`config.mk`:
```
export PLATFORM = sky130hd
export DESIGN_NAME = dmem_arbiter
export DESIGN_NICKNAME = d
export VERILOG_FILES = /design/src/rtl/dmem_arb_pkg.sv /design/src/rtl/dmem_arb_pick.sv /design/src/rtl/dmem_arbiter.sv
export SDC_FILE = /design/constraint.sdc
export NUM_CORES = 1
export LEC_CHECK = 0
export BUFFER_PORTS_ARGS = -buffer_cell sky130_fd_sc_hd__buf_2
export CORE_AREA = 5 5 94 96
export DETAILED_ROUTE_END_ITERATION = 10
export DIE_AREA = 0 0 99 101
export PLACE_DENSITY_LB_ADDON = 0.08
export SLEW_MARGIN = 20
export SYNTH_ARGS = -nofsm -noshare
export SYNTH_HDL_FRONTEND = slang
export SYNTH_SLANG_ARGS = --single-unit
```
`constraint.sdc`:
```
create_clock -name clk -period 3.6 [get_ports clk]
set_input_delay 0.36 -clock clk [delete_from_list [all_inputs] [get_ports clk]]
set_output_delay 0.36 -clock clk [all_outputs]
set_load 0.01 [all_outputs]
```
`src/rtl/dmem_arb_pkg.sv`:
```
// Shared encodings for the data-RAM arbiter: FSM states, read-owner codes and
// the helper that decides which requester owns the read data returning next cycle.
package dmem_arb_pkg;

  typedef enum logic [1:0] {
    NORMAL = 2'd0,
    DRAIN  = 2'd1,
    EXCL   = 2'd2
  } arb_state_e;

  typedef enum logic [1:0] {
    OWN_NONE = 2'd0,
    OWN_CPU  = 2'd1,
    OWN_DBG  = 2'd2
  } rd_owner_e;

  function automatic rd_owner_e read_owner(input logic cpu_gnt, input logic cpu_we,
                                           input logic dbg_gnt, input logic dbg_we);
    if (cpu_gnt && !cpu_we) return OWN_CPU;
    if (dbg_gnt && !dbg_we) return OWN_DBG;
    return OWN_NONE;
  endfunction

endpackage

```
`src/rtl/dmem_arb_pick.sv`:
```
// Two-way winner select, purely combinational: one-hot grant from requests,
// an exclusive-owner override and a "dbg wins conflicts" priority bit.
module dmem_arb_pick
  import dmem_arb_pkg::*;
(
  input  logic en_i,
  input  logic excl_i,
  input  logic cpu_req_i,
  input  logic dbg_req_i,
  input  logic dbg_first_i,
  output logic cpu_gnt_o,
  output logic dbg_gnt_o
);

  always_comb begin
    cpu_gnt_o = 1'b0;
    dbg_gnt_o = 1'b0;
    if (en_i) begin
      if (excl_i) begin
        dbg_gnt_o = dbg_req_i;
      end else if (cpu_req_i && dbg_req_i) begin
        cpu_gnt_o = !dbg_first_i;
        dbg_gnt_o = dbg_first_i;
      end else begin
        cpu_gnt_o = cpu_req_i;
        dbg_gnt_o = dbg_req_i;
      end
    end
  end

endmodule

```
`src/rtl/dmem_arbiter.sv`:
```
// Single-port data RAM shared by the CPU MEM stage and a debug/loader port; grant same cycle, read data one cycle later.
// Define DMEM_ARB_RR_EN for round-robin conflict resolution; otherwise fixed cpu priority with MAX_WAIT starvation override.
module dmem_arbiter
  import dmem_arb_pkg::*;
#(
  parameter int ADDR_W   = 14,
  parameter int DATA_W   = 32,
  parameter int MAX_WAIT = 8
) (
  input  logic              clk,
  input  logic              rst,
  input  logic              cpu_req,
  input  logic              cpu_we,
  input  logic [ADDR_W-1:0] cpu_addr,
  input  logic [DATA_W-1:0] cpu_wdata,
  output logic              cpu_gnt,
  output logic              cpu_stall,
  output logic              cpu_rvalid,
  output logic [DATA_W-1:0] cpu_rdata,
  input  logic              dbg_req,
  input  logic              dbg_we,
  input  logic [ADDR_W-1:0] dbg_addr,
  input  logic [DATA_W-1:0] dbg_wdata,
  output logic              dbg_gnt,
  output logic              dbg_rvalid,
  output logic [DATA_W-1:0] dbg_rdata,
  input  logic              dbg_hold,
  output logic              dbg_excl,
  output logic [ADDR_W-1:0] ram_addr,
  output logic              ram_we,
  output logic [DATA_W-1:0] ram_din,
  input  logic [DATA_W-1:0] ram_dout
);

  arb_state_e state_q;
  logic       dbg_excl_q;
  rd_owner_e  rd_owner_q;
  rd_owner_e  rd_owner_d;
  logic       grant_en;
  logic       excl_mode;
  logic       dbg_first;

  // Reset also gates grants so no RAM write can leak out during a reset cycle.
  assign grant_en  = rst && (state_q != DRAIN);
  assign excl_mode = (state_q == EXCL);

  dmem_arb_pick u_pick (
    .en_i        (grant_en),
    .excl_i      (excl_mode),
    .cpu_req_i   (cpu_req),
    .dbg_req_i   (dbg_req),
    .dbg_first_i (dbg_first),
    .cpu_gnt_o   (cpu_gnt),
    .dbg_gnt_o   (dbg_gnt)
  );

`ifdef DMEM_ARB_RR_EN
  logic last_cpu_q;
  logic last_cpu_d;
  logic conflict;

  // Only real NORMAL-mode conflicts move the pointer; reset value makes cpu win first.
  assign conflict   = (state_q == NORMAL) && cpu_req && dbg_req;
  assign dbg_first  = last_cpu_q;
  assign last_cpu_d = conflict ? cpu_gnt : last_cpu_q;

  always_ff @(posedge clk) begin
    if (!rst) begin
      last_cpu_q <= 1'b0;
    end else begin
      last_cpu_q <= last_cpu_d;
    end
  end
`else
  localparam int CNT_W = $clog2(MAX_WAIT + 1);
  localparam logic [CNT_W-1:0] WAIT_SAT = CNT_W'(MAX_WAIT);

  logic [CNT_W-1:0] wait_cnt_q;
  logic [CNT_W-1:0] wait_cnt_d;

  assign dbg_first = (wait_cnt_q == WAIT_SAT);

  always_comb begin
    wait_cnt_d = wait_cnt_q;
    if (!dbg_req || dbg_gnt) begin
      wait_cnt_d = '0;
    end else if (wait_cnt_q != WAIT_SAT) begin
      wait_cnt_d = wait_cnt_q + 1'b1;
    end
  end

  always_ff @(posedge clk) begin
    if (!rst) begin
      wait_cnt_q <= '0;
    end else begin
      wait_cnt_q <= wait_cnt_d;
    end
  end
`endif

  always_ff @(posedge clk) begin
    if (!rst) begin
      state_q    <= NORMAL;
      dbg_excl_q <= 1'b0;
    end else begin
      case (state_q)
        NORMAL: begin
          if (dbg_hold) begin
            state_q <= DRAIN;
          end
        end
        DRAIN: begin
          state_q    <= EXCL;
          dbg_excl_q <= 1'b1;
        end
        EXCL: begin
          if (!dbg_hold) begin
            state_q    <= NORMAL;
            dbg_excl_q <= 1'b0;
          end
        end
        default: begin
          state_q    <= NORMAL;
          dbg_excl_q <= 1'b0;
        end
      endcase
    end
  end

  assign rd_owner_d = read_owner(cpu_gnt, cpu_we, dbg_gnt, dbg_we);

  always_ff @(posedge clk) begin
    if (!rst) begin
      rd_owner_q <= OWN_NONE;
    end else begin
      rd_owner_q <= rd_owner_d;
    end
  end

  assign ram_we   = (cpu_gnt && cpu_we) || (dbg_gnt && dbg_we);
  assign ram_addr = dbg_gnt ? dbg_addr : cpu_addr;
  assign ram_din  = dbg_gnt ? dbg_wdata : cpu_wdata;

  assign cpu_stall  = cpu_req && !cpu_gnt;
  assign dbg_excl   = dbg_excl_q;
  // A read in flight across a reset is dropped, not delivered.
  assign cpu_rvalid = rst && (rd_owner_q == OWN_CPU);
  assign dbg_rvalid = rst && (rd_owner_q == OWN_DBG);
  assign cpu_rdata  = cpu_rvalid ? ram_dout : '0;
  assign dbg_rdata  = dbg_rvalid ? ram_dout : '0;

endmodule

```
==> impl_metrics.py, run 1 <==
metrics = {
    "yosys": {
        "ys_top_cells_by_count": "64 x and2_1, 40 x mux2_4, 9 x dfxtp_1",
        "ys_types": 30,
        "synth_area_leaders": "mux2_4 37%, and2_1 25%, dfxtp_1 11%",
        "synth_edf_count": 0,
        "ys_seq_elements": 9,
        "syn_avg_cell_area_um2": 9.685,
        "yosysSeqAreaShare_pct": 11.21,
        "synth_cells": 166,
        "synth-async-reset-ratio_pct": 0,
        "synth_most_common_cell": "and2_1",
        "ys_warn_count": 0,
        "syn_area_um2": 1608,
        "syn_nets": 299,
        "synth_top_area_share_pct": 37.35,
        "yosys_most_used_dff": "dfxtp_1",
        "synth.largest_area_cell": "mux2_4",
    },
    "setup_path": {
        "cp-end-kind": "output port",
        "rr_endpoint": "rd_owner_q[0]",
        "r2r_slack_ns": 1.92,
        "crit_chain": "inv_1, ha_1, nand3b_4, a311oi_4, buf_4, mux2_2, buf_2",
        "crit_arrival_ns": 2.42,
        "r2r-start": "wait_cnt_q[0]",
        "crit_path_max_fanout": 39,
        "path_class": "register to output port",
        "max_stage_delay_ns": 0.61,
        "critPathRequiredTime_ns": 3.24,
        "worst_r2r_path_depth": 5,
        "start_kind": "register",
        "slowest_stage": "buf_4",
    },
    "min_path": {
        "whs_path_depth": 2,
        "min_to": "rd_owner_q[0]",
        "min-delay-start": "cpu_we",
        "min_path_type": "primary input to register",
    },
    "global_routing": {
        "gr-total-overflow": 0,
        "grt_pass1_wl_mm": 12.01,
        "grt_usage_pct": 15.23,
        "grt_max_degree": 40,
        "grt_pass1_vias": 2032,
        "antenna_found_initial": 0,
    },
    "placed_design": {
        "place_inst": 510,
        "post-dp-hpwl_mm": 7.552,
        "place_ws_ns": 1.059,
        "gp_congestion": 0.8463,
        "place.port_buffers": 247,
    },
    "sta": {
        "max-slew-margin-rel_pct": 40.73,
        "skew_ns": 0.0003751,
        "fin_crit_sh_pct": 77.18,
        "finalSetupViolations": 0,
        "rsz0062_at_grt": "no",
        "fmax_mhz": 359.9,
        "period_minus_slack_ns": 2.778,
        "drv_slew": 0,
        "setup_ws_ns": 0.8216,
        "worst_pin_slew_ns": 0.8890,
        "finalSetupTns_ns": 0,
        "hold_viol": 0,
    },
    "power": {
        "p_sw_uw": 157.2,
        "p_leak_uw": 0.001801,
        "p_int_uw": 334.6,
        "swShare_pct": 31.97,
        "p_per_area_nw_per_um2": 165.9,
        "p_seq_share_pct": 21.9,
        "comb_power_share_pct": 54.3,
        "peakVddDrop_uv": 260.0,
        "clockPowerShare_pct": 23.9,
        "power_uw": 491.9,
    },
    "cts": {
        "ctsResizeCount": 0,
        "clock_tree.buffer_depth": 2,
        "hold_buffers": 0,
        "cts.clk_slew.worst_paths_ns": 0.05,
        "cts_tree": "yes",
        "cts_setup_buffers": 0,
        "insertion_delay_ns": 0.23,
        "cts_buffers": 3,
        "htree_levels": 1,
        "cts_sinks": 9,
        "root_buffer": "clkbuf_8",
    },
    "detailed_routing": {
        "vias_per_cell": 4.000,
        "first_pass_iters": 4,
        "wl_per_cell_um": 16.68,
        "num_vias": 2056,
        "drt_iter0_drc": 52,
        "postRouteAntennaNets": 0,
        "drc": 0,
        "drt-total-wl_mm": 8.573,
    },
    "run": {
        "max_cap_violations": 0,
    },
    "final_layout": {
        "antenna_cells": 0,
        "final_layout_size_suffix_gt1_share_pct": 73.59,
        "nNetsFinal": 543,
        "stdcell_count": 514,
        "area_growth_pct": 84.36,
    },
    "floorplan": {
        "dieWidth_um": 99,
        "initial_utilization_pct": 20.18,
        "core_um2": 7969,
        "die_area_um2": 9999,
        "io_pins": 248,
        "rows": 33,
        "die_y_um": 101,
    },
    "outcome": {
        "status": "completed",
    },
}
==> power by group through the flow <==
stage | clock network (uW) | registers (uW) | logic, uW
2_1_floorplan | 0 | 109 | 135
3_3_place_gp | 0 | 109 | 268
3_5_place_dp | 0 | 109 | 270
4_1_cts | 123 | 107 | 271
5_1_grt | 127 | 108 | 288
6_report | 117 | 108 | 267
==> through the flow <==
| stage | instance area [um2] | hold slack (ns) | utilization (%) |
|---|---|---|---|
| CTS | 2964 | 0.2896 | 37.20 |
| global placement | 2919 | 0.5207 | 36.63 |
| floorplan | 1608 | 0.4316 | - |
| detailed placement | 2919 | 0.5142 | 36.63 |
| finish | 2964 | 0.3007 | 37.20 |
| global route | 2964 | 0.3072 | 37.20 |
==> cell usage in the layout, fill, tap and decap left out, drive strengths merged, types with 2 or more instances in the layout <==
cell / count
nand2b: 2
clkbuf: 4
and3b: 2
nor3: 3
inv: 3
nand2: 3
and2: 64
nor2: 2
buf: 250
nor2b: 4
xnor2: 2
mux2: 46
dfxtp: 9
ha: 2
==> worst max-delay path: cells and delay by family (launching register included) <==
kind / cells / cell delay, ns
compound gates: 1 / 0.28
fa+ha+maj: 1 / 0.22
buf+inv: 3 / 0.85
flops: 1 / 0.32
mux: 1 / 0.40
simple gates: 1 / 0.11
==> sequential cells by signal, indices dropped and copies added (netlist names) <==
register / cells
dbg_excl: 1
rd_owner_q: 2
state_q: 2
wait_cnt_q: 4
==> final cells by class <==
type | instances | area (um2)
Tap cell | 105 | 131.4
Inverter | 3 | 11.26
Multi-Input combinational cell | 143 | 1338
Timing Repair Buffer | 250 | 1259
Clock buffer | 4 | 45.04
Fill cell | 846 | 5005
Sequential cell | 9 | 180.2
==> worst max-delay path by stage <==
stage | start | endpoint | slack (ns) | depth (start not counted)
2_1_floorplan | wait_cnt_q[0] | ram_din[28] | 1.51 | 6
3_3_place_gp | wait_cnt_q[0] | ram_addr[0] | 1.12 | 7
3_5_place_dp | wait_cnt_q[0] | ram_din[31] | 1.06 | 7
4_1_cts | wait_cnt_q[0] | ram_din[31] | 0.79 | 7
5_1_grt | wait_cnt_q[0] | ram_addr[0] | 0.70 | 7
6_report | wait_cnt_q[0] | ram_addr[0] | 0.82 | 7
==> kinds of logic (layout without fill, tap and decap cells) <==
| family | count (synthesis) | in the layout | share of synthesized area (%) |
|---|---|---|---|
| AND/OR/NAND/NOR | 85 | 85 | 33.62 |
| multiplexers | 47 | 47 | 42.18 |
| buffers and inverters | 14 | 257 | 5.603 |
| flip-flops | 9 | 9 | 11.21 |
| AO/OA/AOI/OAI | 6 | 6 | 4.202 |
| XOR/XNOR | 3 | 3 | 1.635 |
| adder cells (fa/ha/maj) | 2 | 2 | 1.556 |
==> per-layer routing <==
layer,routed length (um),global-route usage (%),up-vias
met1,3200,17.33,913
met3,760,4.775,0
met5,0,0,-
li1,-,-,1044
met4,0,0.6303,0
met2,4612,29.13,99
(Power assumes the default switching activity.)
==> run 2: changes to the inputs <==
Clock period 3.6 ns to 2.7 ns, I/O delays scaled along.
==> run 2 against run 1 <==
  * Final area rose by 0.68%
  * Register-to-register slack got worse by 0.91 ns
  * Sequential share of layout area about the same
  * Critical path depth unchanged
  * Wire length is 0.72% lower
  * Clock-buffer cell count did not move
  * Non-clock buffer count increased by 1
  * First-iteration DRC count down 21%
  * Die area is the same
  * Worst hold slack got worse by 0.089 ns
  * Clock power up 28%
  * Largest power group unchanged
==> impl_metrics.py, run 2 (synthesis gave the netlist of run 1 again) <==
metrics = {
    "setup_path": {
        "critPathRequiredTime_ns": 2.43,
        "crit_path_max_fanout": 39,
        "rr_endpoint": "rd_owner_q[0]",
        "start_kind": "register",
        "path_class": "register to output port",
        "worst_r2r_path_depth": 5,
        "r2r-start": "wait_cnt_q[0]",
        "cp-end-kind": "output port",
        "r2r_slack_ns": 1.01,
        "crit_arrival_ns": 2.13,
    },
    "cts": {
        "cts_tree": "yes",
        "root_buffer": "clkbuf_8",
        "ctsResizeCount": 0,
        "cts_sinks": 9,
        "hold_buffers": 0,
        "cts.clk_slew.worst_paths_ns": 0.04,
        "clock_tree.buffer_depth": 2,
        "cts_setup_buffers": 0,
        "insertion_delay_ns": 0.22,
        "cts_buffers": 3,
        "htree_levels": 1,
    },
    "sta": {
        "hold_viol": 0,
        "fmax_mhz": 415.8,
        "period_minus_slack_ns": 2.405,
        "finalSetupViolations": 0,
        "max-slew-margin-rel_pct": 67.48,
        "skew_ns": 0.001163,
        "finalSetupTns_ns": 0,
        "setup_ws_ns": 0.2952,
        "worst_pin_slew_ns": 0.4868,
        "fin_crit_sh_pct": 89.07,
        "rsz0062_at_grt": "no",
        "drv_slew": 0,
    },
    "final_layout": {
        "final_cell_mix": "247 x buf_2, 64 x and2_1, 40 x mux2_4",
        "final_layout_size_suffix_gt1_share_pct": 73.66,
        "nNetsFinal": 544,
        "antenna_cells": 0,
        "final_cell_area_um2": 2984,
        "regArea_um2": 180.2,
        "largest-register": "wait_cnt_q",
        "fillerInstances": 853,
        "area_growth_pct": 85.60,
        "multi_input_area_um2": 1338,
        "reg_top3": "wait_cnt_q x4, rd_owner_q x2, state_q x2",
        "largest_reg_flops": 4,
        "stdcell_count": 515,
        "layout_commonest_cell": "buf_2",
    },
    "detailed_routing": {
        "num_vias": 2065,
        "postRouteAntennaNets": 0,
        "wl_per_cell_um": 16.53,
        "drt_iter0_drc": 41,
        "drt-total-wl_mm": 8.511,
        "vias_per_cell": 4.010,
        "first_pass_iters": 4,
        "drc": 0,
    },
    "placed_design": {
        "placed_area_um2": 2939,
        "place.port_buffers": 247,
        "post-dp-hpwl_mm": 7.548,
        "gp_congestion": 0.8352,
        "place_inst": 511,
        "place_ws_ns": 0.5211,
    },
    "global_routing": {
        "grt_pass1_wl_mm": 12.10,
        "grt_max_degree": 40,
        "gr-total-overflow": 0,
        "antenna_found_initial": 0,
        "grt_pass1_vias": 2050,
        "grt_usage_pct": 15.37,
    },
    "floorplan": {
        "io_pins": 248,
        "dieWidth_um": 99,
        "initial_utilization_pct": 20.18,
        "rows": 33,
        "die_area_um2": 9999,
        "core_um2": 7969,
        "die_y_um": 101,
    },
    "power": {
        "p_per_area_nw_per_um2": 217.9,
        "swShare_pct": 31.18,
        "p_sw_uw": 202.7,
        "p_leak_uw": 0.001810,
        "p_seq_share_pct": 22.1,
        "p_int_uw": 447.5,
        "comb_power_share_pct": 54.9,
        "clockPowerShare_pct": 23.0,
        "peakVddDrop_uv": 179.4,
    },
    "min_path": {
        "min_to": "rd_owner_q[1]",
        "whs_path_depth": 2,
        "min-delay-start": "dbg_we",
        "min_path_type": "primary input to register",
    },
    "outcome": {
        "status": "completed",
    },
    "run": {
        "max_cap_violations": 0,
    },
}
-- run 2: worst max-delay path, cell delays in order, from the launching register on --
cell      delay (ns)
dfxtp_1         0.32
inv_1           0.09
ha_1            0.22
nand3b_4        0.11
a311oi_4        0.32
buf_12          0.32
mux2_2          0.38
buf_2           0.14
-- run 2: per-layer routing --
metal	global-route usage, %	part of all wire, %	vias up
met5	0	0	-
met4	2.731	1.3	0
met3	3.183	7.1	8
met2	29.34	54	99
met1	17.68	38	915
li1	-	-	1043
-- run 2: cell type report --
class | count | area share [%]
multi-input combinational | 143 | 44.82
tap | 105 | 4.403
sequential | 9 | 6.038
clock buffer | 4 | 1.509
timing repair buffer | 251 | 42.85
inverter | 3 | 0.3774
-- run 2: stage by stage --
step | power (uW) | utilization [%] | hold WS (ns)
final | 650.2 | 37.45 | 0.2119
after global routing | 694.5 | 37.45 | 0.2163
after CTS | 664.2 | 37.45 | 0.2056
after detailed placement | 507.3 | 36.88 | 0.4471
after global placement | 505.4 | 36.88 | 0.4496
after floorplan | 324.7 | - | 0.3416
-- run 2: worst max-delay path by stage --
stage	slack, ns	depth (start not counted)	from	to
after floorplan	0.70	6	wait_cnt_q[0]	ram_din[28]
after global placement	0.57	7	wait_cnt_q[0]	ram_addr[0]
after detailed placement	0.52	7	wait_cnt_q[0]	ram_addr[0]
after CTS	0.27	7	wait_cnt_q[0]	ram_addr[0]
after global routing	0.17	7	wait_cnt_q[0]	ram_addr[0]
final	0.30	7	wait_cnt_q[0]	ram_addr[0]
-- run 2: power groups by stage --
stage	Clock [uW]	Combinational (uW)	Sequential (uW)
global route	163	387	144
finish	150	357	144
detailed placement	0	362	146
CTS	157	364	143
floorplan	0	179	145
global placement	0	360	146
==> run 3: changes to the inputs <==
Settings changed: CORE_AREA 5 5 94 96 to 5 5 92 94, DIE_AREA 0 0 99 101 to 0 0 97 99, SYNTH_HIERARCHICAL set to 1.
==> run 3 against run 2 <==
  * Power decreased by 8.7%
  * Maximum frequency down 0.22%
  * Wire length fell by 19%
  * Via count shrank 3.0%
  * Die area shrank 4.0%
  * Sequential share of layout area grew 0.42 points
  * Non-clock buffer count shrank 2
  * Register-to-register slack got worse by 0.30 ns
  * Area after synthesis decreased by 9.6%
  * Final area down 6.5%
  * Clock-buffer cell count unchanged
  * Critical path depth rose by 1
  * Critical endpoint is now ram_din[7]
==> impl_metrics.py, run 3 <==
metrics = {
    "cts": {
        "insertion_delay_ns": 0.23,
        "cts_setup_buffers": 0,
        "root_buffer": "clkbuf_8",
        "ctsResizeCount": 0,
        "htree_levels": 1,
        "cts_buffers": 3,
        "clock_tree.buffer_depth": 2,
        "hold_buffers": 0,
        "cts_tree": "yes",
        "cts_sinks": 9,
        "cts.clk_slew.worst_paths_ns": 0.05,
    },
    "setup_path": {
        "rr_endpoint": "wait_cnt_q[2]",
        "cp-startpoint": "wait_cnt_q[0]",
        "crit_chain": "inv_1, ha_1, nand3b_1, inv_1, o311a_2, buf_12, mux2_2, buf_2",
        "critPathRequiredTime_ns": 2.43,
        "crit_arrival_ns": 2.14,
        "cp-end-kind": "output port",
        "r2r_slack_ns": 0.71,
        "r2r-start": "wait_cnt_q[0]",
        "path_class": "register to output port",
        "slowest_stage": "dfxtp_1",
        "start_kind": "register",
        "cpMostUsedCell": "inv_1",
        "worst_r2r_path_depth": 8,
        "max_stage_delay_ns": 0.38,
        "crit_path_max_fanout": 38,
    },
    "final_layout": {
        "antenna_cells": 0,
        "fillerInstances": 808,
        "area_growth_pct": 91.91,
        "stdcell_count": 512,
        "layout_commonest_cell": "buf_2",
        "largest-register": "wait_cnt_q",
        "final_cell_mix": "247 x buf_2, 66 x and2_1, 46 x mux2_2",
        "final_util_pct": 36.87,
        "largest_reg_flops": 4,
        "final_layout_size_suffix_gt1_share_pct": 73.41,
        "multi_input_area_um2": 1159,
        "nNetsFinal": 544,
        "regArea_um2": 180.2,
        "reg_top3": "wait_cnt_q x4, rd_owner_q x2, state_q x2",
    },
    "yosys": {
        "syn_nets": 301,
        "synth_most_common_cell": "and2_1",
        "ys_warn_count": 6,
        "ys_seq_elements": 9,
        "synth_compound_area_share_pct": 2.840,
        "yosysSeqAreaShare_pct": 12.39,
        "synth_cells": 168,
        "ys_types": 26,
        "synth_area_leaders": "mux2_2 36%, and2_1 28%, dfxtp_1 12%",
        "synth.largest_area_cell": "mux2_2",
        "synthSimpleGateAreaFrac_pct": 36.92,
        "synth_xor_area_share_pct": 1.807,
        "synth_top_family_by_area": "simple AND/OR/NAND/NOR gates",
        "synth_top_area_share_pct": 35.63,
        "ys_top_cells_by_count": "66 x and2_1, 46 x mux2_2, 9 x dfxtp_1",
        "synthAdderAreaFrac_pct": 1.721,
        "yosys_most_used_dff": "dfxtp_1",
        "synth_edf_count": 0,
        "syn_avg_cell_area_um2": 8.654,
        "synth_mux_area_share_pct": 36.32,
        "syn_area_um2": 1454,
        "synth-async-reset-ratio_pct": 0,
    },
    "floorplan": {
        "rows": 32,
        "initial_utilization_pct": 19.21,
        "core_um2": 7567,
        "dieWidth_um": 97,
        "io_pins": 248,
        "die_area_um2": 9603,
        "die_y_um": 99,
    },
    "sta": {
        "period_minus_slack_ns": 2.410,
        "worst_pin_slew_ns": 0.5418,
        "finalSetupTns_ns": 0,
        "fin_crit_sh_pct": 89.26,
        "fmax_mhz": 414.9,
        "hold_viol": 0,
        "skew_ns": 0.003236,
        "drv_slew": 0,
        "max-slew-margin-rel_pct": 63.79,
        "rsz0062_at_grt": "no",
        "hold_ws_ns": 0.2373,
        "finalSetupViolations": 0,
    },
    "detailed_routing": {
        "postRouteAntennaNets": 0,
        "drt_iter0_drc": 20,
        "vias_per_cell": 3.912,
        "drt-total-wl_mm": 6.934,
        "num_vias": 2003,
        "first_pass_iters": 4,
        "wl_per_cell_um": 13.54,
        "drc": 0,
    },
    "power": {
        "p_per_area_nw_per_um2": 212.8,
        "power_uw": 593.8,
        "peakVddDrop_uv": 153.2,
        "p_leak_uw": 0.001664,
    },
    "placed_design": {
        "gp_congestion": 0.8043,
        "place_inst": 508,
        "post-dp-hpwl_mm": 6.168,
        "place.port_buffers": 247,
    },
    "global_routing": {
        "grt_pass1_vias": 1998,
        "gr-total-overflow": 0,
        "antenna_found_initial": 0,
        "grt_usage_pct": 13.09,
        "grt_max_degree": 39,
        "grt_pass1_wl_mm": 10.63,
    },
    "min_path": {
        "min_to": "rd_owner_q[1]",
        "min_path_type": "primary input to register",
        "min-delay-start": "dbg_we",
        "whs_path_depth": 2,
    },
    "outcome": {
        "status": "completed",
    },
    "run": {
        "max_cap_violations": 0,
    },
}
run 3: cell types whose count changed in the layout (fill, tap and decap cells not counted), moves of 2 or more:
cell	before	now
mux2_2	3	46
mux2_4	40	0
nand3b_1	0	4
mux2_1	3	0
and2_1	64	66
and3b_1	2	0
buf_4	3	1
run 3: how the worst max path moves through the flow:
stage	endpoint	cells after the start	slack, ns
detailed placement	ram_din[7]	8	0.54
global placement	ram_din[7]	8	0.57
CTS	ram_din[7]	8	0.28
finish	ram_din[7]	8	0.29
floorplan	ram_din[23]	8	0.64
global route	ram_din[10]	8	0.17
run 3: final cells by class:
type | count | share of cell area, %
repair buffers | 249 | 45.29
multi-input cells | 144 | 41.52
well taps | 102 | 4.574
flip-flops and latches | 9 | 6.457
clock buffers | 4 | 1.614
inverters | 4 | 0.5381
run 3: metal layers:
layer | wire (um) | track usage [%] | vias to the layer above | share of wire, %
met2 | 3668 | 24.47 | 118 | 53
met3 | 632 | 3.892 | 14 | 9.1
met5 | 0 | 0 | - | 0
li1 | - | - | 1043 | -
met1 | 2494 | 14.28 | 828 | 36
met4 | 139 | 3.672 | 0 | 2.0
run 3: power breakdown:
group          internal, uW  switching, uW
clock network           103           52.6
registers               138           4.24
logic                   171            125
run 3: worst max-delay path, delay by kind of cell, from the launching register on:
family	cells	cell delay, ns
AND/OR/NAND/NOR	1	0.16
multiplexers	1	0.29
buffers and inverters	4	0.50
AO/OA/AOI/OAI	1	0.37
flip-flops	1	0.38
adder cells (fa/ha/maj)	1	0.19
run 3: per-stage QoR:
stage	setup WS (ns)	area, um2
after floorplan	0.6410	1454
after global placement	0.5706	2745
after detailed placement	0.5450	2745
after CTS	0.2832	2790
after global routing	0.1686	2790
final	0.2899	2790
run 3: logic make-up (layout without fill, tap and decap cells):
logic type,count (synthesis),after routing
flops,9,9
simple gates,86,86
fa+ha+maj,2,2
compound gates,6,6
mux,47,47
buf+inv,15,257
xor+xnor,3,3
